### src/rtl/byte_serial_adder_seq.sv
// Byte-serial sequencer for an external 8-bit adder: slices a wide
// add/sub request LSB first and returns the reassembled result with flags.
module byte_serial_adder_seq #(
    parameter int NBYTES = 4,
    localparam int W = 8 * NBYTES
) (
    input  logic         clk,
    input  logic         rst_n,
    input  logic         in_valid,
    output logic         in_ready,
    input  logic [W-1:0] in_a,
    input  logic [W-1:0] in_b,
    input  logic         in_sub,
    output logic [7:0]   add_a,
    output logic [7:0]   add_b,
    output logic         add_cin,
    input  logic [7:0]   add_sum,
    input  logic         add_cout,
    output logic         out_valid,
    input  logic         out_ready,
    output logic [W-1:0] out_sum,
    output logic         out_carry,
    output logic         out_ovf,
    output logic         out_zero
);

    localparam int IW = $clog2(NBYTES);

    typedef enum logic [1:0] {
        IDLE,
        RUN,
        DONE
    } state_t;

    state_t        state;
    logic [W-1:0]  a_q;
    logic [W-1:0]  b_q;
    logic [W-1:0]  acc_q;
    logic [W-1:0]  acc_nxt;
    logic          carry_q;
    logic [IW-1:0] idx;
    logic          last;

    assign last      = (idx == IW'(NBYTES - 1));
    assign in_ready  = (state == IDLE);
    assign out_valid = (state == DONE);

    // The adder only sees live operands while a slice is in flight.
    always_comb begin
        add_a   = '0;
        add_b   = '0;
        add_cin = 1'b0;
        if (state == RUN) begin
            add_a   = a_q[8*idx +: 8];
            add_b   = b_q[8*idx +: 8];
            add_cin = carry_q;
        end
    end

    always_comb begin
        acc_nxt = acc_q;
        acc_nxt[8*idx +: 8] = add_sum;
    end

    always_ff @(posedge clk or negedge rst_n) begin
        if (!rst_n) begin
            state     <= IDLE;
            a_q       <= '0;
            b_q       <= '0;
            acc_q     <= '0;
            carry_q   <= 1'b0;
            idx       <= '0;
            out_sum   <= '0;
            out_carry <= 1'b0;
            out_ovf   <= 1'b0;
            out_zero  <= 1'b0;
        end else begin
            unique case (state)
                IDLE: begin
                    if (in_valid) begin
                        a_q     <= in_a;
                        b_q     <= in_sub ? ~in_b : in_b;
                        carry_q <= in_sub;
                        idx     <= '0;
                        state   <= RUN;
                    end
                end
                RUN: begin
                    acc_q   <= acc_nxt;
                    carry_q <= add_cout;
                    idx     <= idx + IW'(1);
                    if (last) begin
                        state     <= DONE;
                        out_sum   <= acc_nxt;
                        out_carry <= add_cout;
                        out_ovf   <= (a_q[W-1] == b_q[W-1]) &&
                                     (acc_nxt[W-1] != a_q[W-1]);
                        out_zero  <= (acc_nxt == '0);
                    end
                end
                DONE: begin
                    if (out_ready) begin
                        state <= IDLE;
                    end
                end
                default: state <= IDLE;
            endcase
        end
    end

endmodule

### config.mk
export PLATFORM = sky130hd
export DESIGN_NAME = byte_serial_adder_seq
export DESIGN_NICKNAME = d
export VERILOG_FILES = /design/src/rtl/byte_serial_adder_seq.sv
export SDC_FILE = /design/constraint.sdc
export NUM_CORES = 1
export LEC_CHECK = 0
export CORE_ASPECT_RATIO = 1.5
export CORE_MARGIN = 2
export CORE_UTILIZATION = 33
export DETAILED_ROUTE_END_ITERATION = 8
export MAX_ROUTING_LAYER = met4
export PLACE_DENSITY = 0.55
export REMOVE_ABC_BUFFERS = 1
export SYNTH_ARGS = -nofsm -noshare
export SYNTH_HDL_FRONTEND = slang
export SYNTH_SLANG_ARGS = --single-unit
### constraint.sdc
create_clock -name clk -period 2.6 [get_ports clk]
set_input_delay 0.52 -clock clk [delete_from_list [all_inputs] [get_ports clk]]
set_output_delay 0.52 -clock clk [all_outputs]
set_load 0.05 [all_outputs]
==> impl_metrics.prom, run 1 <==
# TYPE chip_impl_metric gauge
chip_impl_info{name="layout.cells.most_common",value="sky130_fd_sc_hd__nand2_1"} 1
chip_impl_metric{name="ios",unit=""} 132
chip_impl_metric{name="netlist_area",unit="µm²"} 6496
chip_impl_metric{name="clkLatencyLatePin",unit="ns"} 0.42
chip_impl_info{name="clock_tree_from_tritoncts",value="done"} 1
chip_impl_metric{name="cts_max_path_buffers",unit=""} 2
chip_impl_info{name="critical_path.endpoint",value="in_ready"} 1
chip_impl_info{name="critical_path.startpoint_type",value="flop"} 1
chip_impl_info{name="clockRootBuffer",value="sky130_fd_sc_hd__clkbuf_16"} 1
chip_impl_metric{name="cap_violations",unit=""} 0
chip_impl_metric{name="synth_compound_area_share",unit="%"} 13.52
chip_impl_metric{name="drt_wl_total",unit="mm"} 16.44
chip_impl_metric{name="async_flop_share",unit="%"} 100.0
chip_impl_metric{name="cts-hold-fix-buffers",unit=""} 0
chip_impl_metric{name="yosysWarnings",unit=""} 0
chip_impl_metric{name="clkSlewWorstSetupHoldPaths",unit="ns"} 0.06
chip_impl_metric{name="ys_seq_elements",unit=""} 136
chip_impl_metric{name="skew",unit="ns"} 0.006461
chip_impl_info{name="yosys-top-cells-area",value="sky130_fd_sc_hd__dfrtp_1 (52%), sky130_fd_sc_hd__nand2_1 (11%), sky130_fd_sc_hd__o21ai_0 (6.1%)"} 1
chip_impl_metric{name="layout_utilization",unit="%"} 45.73
chip_impl_metric{name="critical_path.max_fanout",unit=""} 4
chip_impl_metric{name="first_pass_iteration_count_of_the_detailed_router",unit=""} 4
chip_impl_metric{name="cts.repair_timing.setup_buffer_count",unit=""} 0
chip_impl_metric{name="dieWidth",unit="µm"} 118.6
chip_impl_metric{name="syn-instance-count",unit=""} 669
chip_impl_metric{name="critPathArrivalTime",unit="ns"} 1.97
chip_impl_metric{name="grt.total_usage",unit="%"} 16.86
chip_impl_info{name="min-delay-path-class",value="in2async"} 1
chip_impl_info{name="layout.cells.most_common_list",value="sky130_fd_sc_hd__nand2_1 (184), sky130_fd_sc_hd__dfrtp_1 (135), sky130_fd_sc_hd__clkdlybuf4s50_1 (112), sky130_fd_sc_hd__o21ai_0 (79), sky130_fd_sc_hd__buf_4 (40)"} 1
chip_impl_metric{name="wl_per_cell",unit="µm"} 15.46
chip_impl_metric{name="synth_adder_area_share",unit="%"} 1.156
chip_impl_metric{name="post_detail_place_hpwl",unit="mm"} 11.76
chip_impl_metric{name="design.die.area",unit="µm²"} 20850
chip_impl_metric{name="vias",unit=""} 5144
chip_impl_metric{name="die-height",unit="µm"} 175.8
chip_impl_metric{name="cts_resized",unit=""} 0
chip_impl_info{name="netlist.top_cell.by_area",value="sky130_fd_sc_hd__dfrtp_1"} 1
chip_impl_metric{name="synth_simple_gate_area_share",unit="%"} 19.38
chip_impl_metric{name="critPathRequiredTime",unit="ns"} 2.08
chip_impl_metric{name="final-setup-viol-count",unit=""} 0
chip_impl_metric{name="dp_slack",unit="ns"} 0.4946
chip_impl_metric{name="grt_remaining_overflow",unit=""} 0
chip_impl_metric{name="postLayoutSetupSlackWorst",unit="ns"} 0.1111
chip_impl_metric{name="syn-mean-instance-area",unit="µm²"} 9.710
chip_impl_metric{name="achievable-frequency",unit="MHz"} 401.8
chip_impl_metric{name="finish.net_count",unit=""} 878
chip_impl_metric{name="numCtsBuffers",unit=""} 17
chip_impl_metric{name="vdd_drop_max",unit="V"} 0.0006628
chip_impl_metric{name="synth_enable_flop_cells",unit=""} 0
chip_impl_info{name="run_status",value="finished clean"} 1
chip_impl_metric{name="grt_max_degree",unit=""} 68
chip_impl_metric{name="power_density",unit="nW/µm²"} 1341
chip_impl_info{name="most_used_flip_flop_cell_after_synthesis",value="sky130_fd_sc_hd__dfrtp_1"} 1
chip_impl_metric{name="drt-vias-per-instance",unit=""} 4.839
chip_impl_metric{name="timing_hold_violations_final",unit=""} 0
chip_impl_info{name="reg2reg_from",value="idx[0]"} 1
chip_impl_metric{name="xor_and_xnor_area_share_after_synthesis",unit="%"} 4.314
chip_impl_metric{name="synth.lib_cells_used.distinct",unit=""} 40
chip_impl_info{name="crit_start",value="state[0]"} 1
chip_impl_metric{name="period_needed",unit="ns"} 2.489
chip_impl_info{name="dominant_combinational_cell_family_by_area_after_synthesis",value="simple AND/OR/NAND/NOR gates"} 1
chip_impl_metric{name="drc",unit=""} 0
chip_impl_metric{name="total_leakage_power",unit="nW"} 3.890
chip_impl_metric{name="core",unit="µm²"} 19240
chip_impl_info{name="critPathKind",value="reg2out"} 1
chip_impl_metric{name="fp-row-count",unit=""} 62
chip_impl_metric{name="dr.first_iter.drc_count",unit=""} 222
chip_impl_metric{name="cts_sinks",unit=""} 136
chip_impl_metric{name="port_buffers",unit=""} 131
chip_impl_metric{name="global_route_wire_length_before_repair",unit="mm"} 27.00
chip_impl_info{name="critical_path.endpoint_type",value="output pin"} 1
chip_impl_metric{name="finalMaxSlewViolations",unit=""} 0
chip_impl_metric{name="initial_utilization",unit="%"} 33.77
chip_impl_metric{name="finalWeightedCongestion",unit=""} 0.8396
chip_impl_metric{name="netlist.area_leader.share",unit="%"} 52.39
chip_impl_metric{name="synth_sequential_area_ratio",unit="%"} 52.39
chip_impl_metric{name="grt_pass1_vias",unit=""} 5341
chip_impl_metric{name="antenna_cells_inserted",unit=""} 0
chip_impl_info{name="grt_setup_unrepaired",value="no"} 1
chip_impl_metric{name="slew_headroom",unit="%"} 56.46
chip_impl_info{name="rr_endpoint",value="out_zero"} 1
chip_impl_metric{name="yosys-mux-area-fraction",unit="%"} 5.720
chip_impl_metric{name="ctsHtreeMaxLevel",unit=""} 4
chip_impl_metric{name="final.hold.worst_slack",unit="ns"} 0.04703
chip_impl_metric{name="worst_r2r_path_depth",unit=""} 8
chip_impl_metric{name="actual_transition_at_the_worst_max_transition_pin",unit="ns"} 0.6531
chip_impl_metric{name="area.growth.synth_to_final",unit="%"} 35.44
chip_impl_metric{name="grt_antenna_before_repair",unit=""} 0
chip_impl_metric{name="detail-route-antenna-nets",unit=""} 0
chip_impl_metric{name="r2r_slack",unit="ns"} 0.52
chip_impl_metric{name="final_layout_size_suffix_gt1_share",unit="%"} 13.01
chip_impl_metric{name="timing.final.crit_share",unit="%"} 95.73
-- state kept, by name, summed over array words and instances (netlist names) --
signal,cells
out_sum,32
a_q,32
out_carry,1
carry_q,1
b_q,32
acc_q,32
out_zero,1
out_ovf,1
idx,2
state,2
-- layout make-up --
class	count	area (µm²)
clock buffers	20	456.7
inverters	3	11.26
fillers	1885	10440
well taps	256	320.3
repair buffers	159	1538
clock inverters	12	196.4
multi-input cells	477	2872
flip-flops and latches	136	3405
-- Yosys cell counts, types with 2 or more instances --
cell,instances
sky130_fd_sc_hd__and4_1,2
sky130_fd_sc_hd__o21ai_0,79
sky130_fd_sc_hd__a21oi_1,31
sky130_fd_sc_hd__nor4_1,4
sky130_fd_sc_hd__nor2b_1,33
sky130_fd_sc_hd__a22o_1,22
sky130_fd_sc_hd__ha_1,6
sky130_fd_sc_hd__nand4_1,2
sky130_fd_sc_hd__nor2_1,8
sky130_fd_sc_hd__mux4_2,16
sky130_fd_sc_hd__xnor2_1,32
sky130_fd_sc_hd__a31oi_1,8
sky130_fd_sc_hd__nand2b_1,3
sky130_fd_sc_hd__nor3_1,2
sky130_fd_sc_hd__dfrtp_1,136
sky130_fd_sc_hd__nand3_1,5
sky130_fd_sc_hd__clkbuf_1,39
sky130_fd_sc_hd__nand2_1,186
sky130_fd_sc_hd__and2_1,20
sky130_fd_sc_hd__inv_1,3
sky130_fd_sc_hd__buf_2,12
sky130_fd_sc_hd__o31ai_1,2
-- critical path, cell delays in order, from the launching register on --
cell	delay (ns)
sky130_fd_sc_hd__dfrtp_1	0.40
sky130_fd_sc_hd__nor2_1	0.27
sky130_fd_sc_hd__clkdlybuf4s50_1	0.87
-- metrics by stage --
stage	setup TNS (ns)	power, mW	instance area (µm²)	instances
floorplan	-36.54	7.256	6279	616
global placement	0	9.103	8145	1031
global route	0	12.59	8798	1063
finish	0	11.80	8798	1063
CTS	0	11.95	8798	1063
detailed placement	0	9.255	8145	1031
-- cells by family (layout without fill, tap and decap cells) --
family | Yosys count | after routing
buffers and inverters | 56 | 194
flip-flops | 136 | 136
AND/OR/NAND/NOR | 272 | 272
multiplexers | 17 | 17
AO/OA/AOI/OAI | 150 | 150
XOR/XNOR | 32 | 32
adder cells (fa/ha/maj) | 6 | 6
-- routing by layer --
metal	vias to the layer above	wire, µm	track usage, %
li1	2508	-	-
met1	2461	7108	20.15
met2	143	8101	27.63
met3	32	859	4.058
met4	0	366	6.250
met5	-	0	-
-- worst min path at each step --
| stage | start | to | slack (ns) | cells past startpoint |
|---|---|---|---|---|
| 3_3_place_gp | a_q[28] | a_q[28] | 0.45 | 2 |
| 5_1_grt | rst_n | out_sum[17] | 0.08 | 1 |
| 3_5_place_dp | a_q[26] | a_q[26] | 0.46 | 2 |
| 6_report | rst_n | out_sum[17] | 0.05 | 1 |
| 4_1_cts | rst_n | acc_q[18] | 0.06 | 1 |
| 2_1_floorplan | rst_n | a_q[0] | 0.22 | 0 |
-- where the power goes --
| group | switching [mW] | internal [mW] |
|---|---|---|
| clock network | 0.916 | 1.75 |
| logic | 3.42 | 2.17 |
| registers | 0.519 | 3.03 |
Power figures use the tool's default switching activity.
==> run 2: changes to the inputs <==
Settings changed: CAP_MARGIN set to 20.
==> results of run 2 <==
Final layout, timing and power as in run 1 (identical DEF).
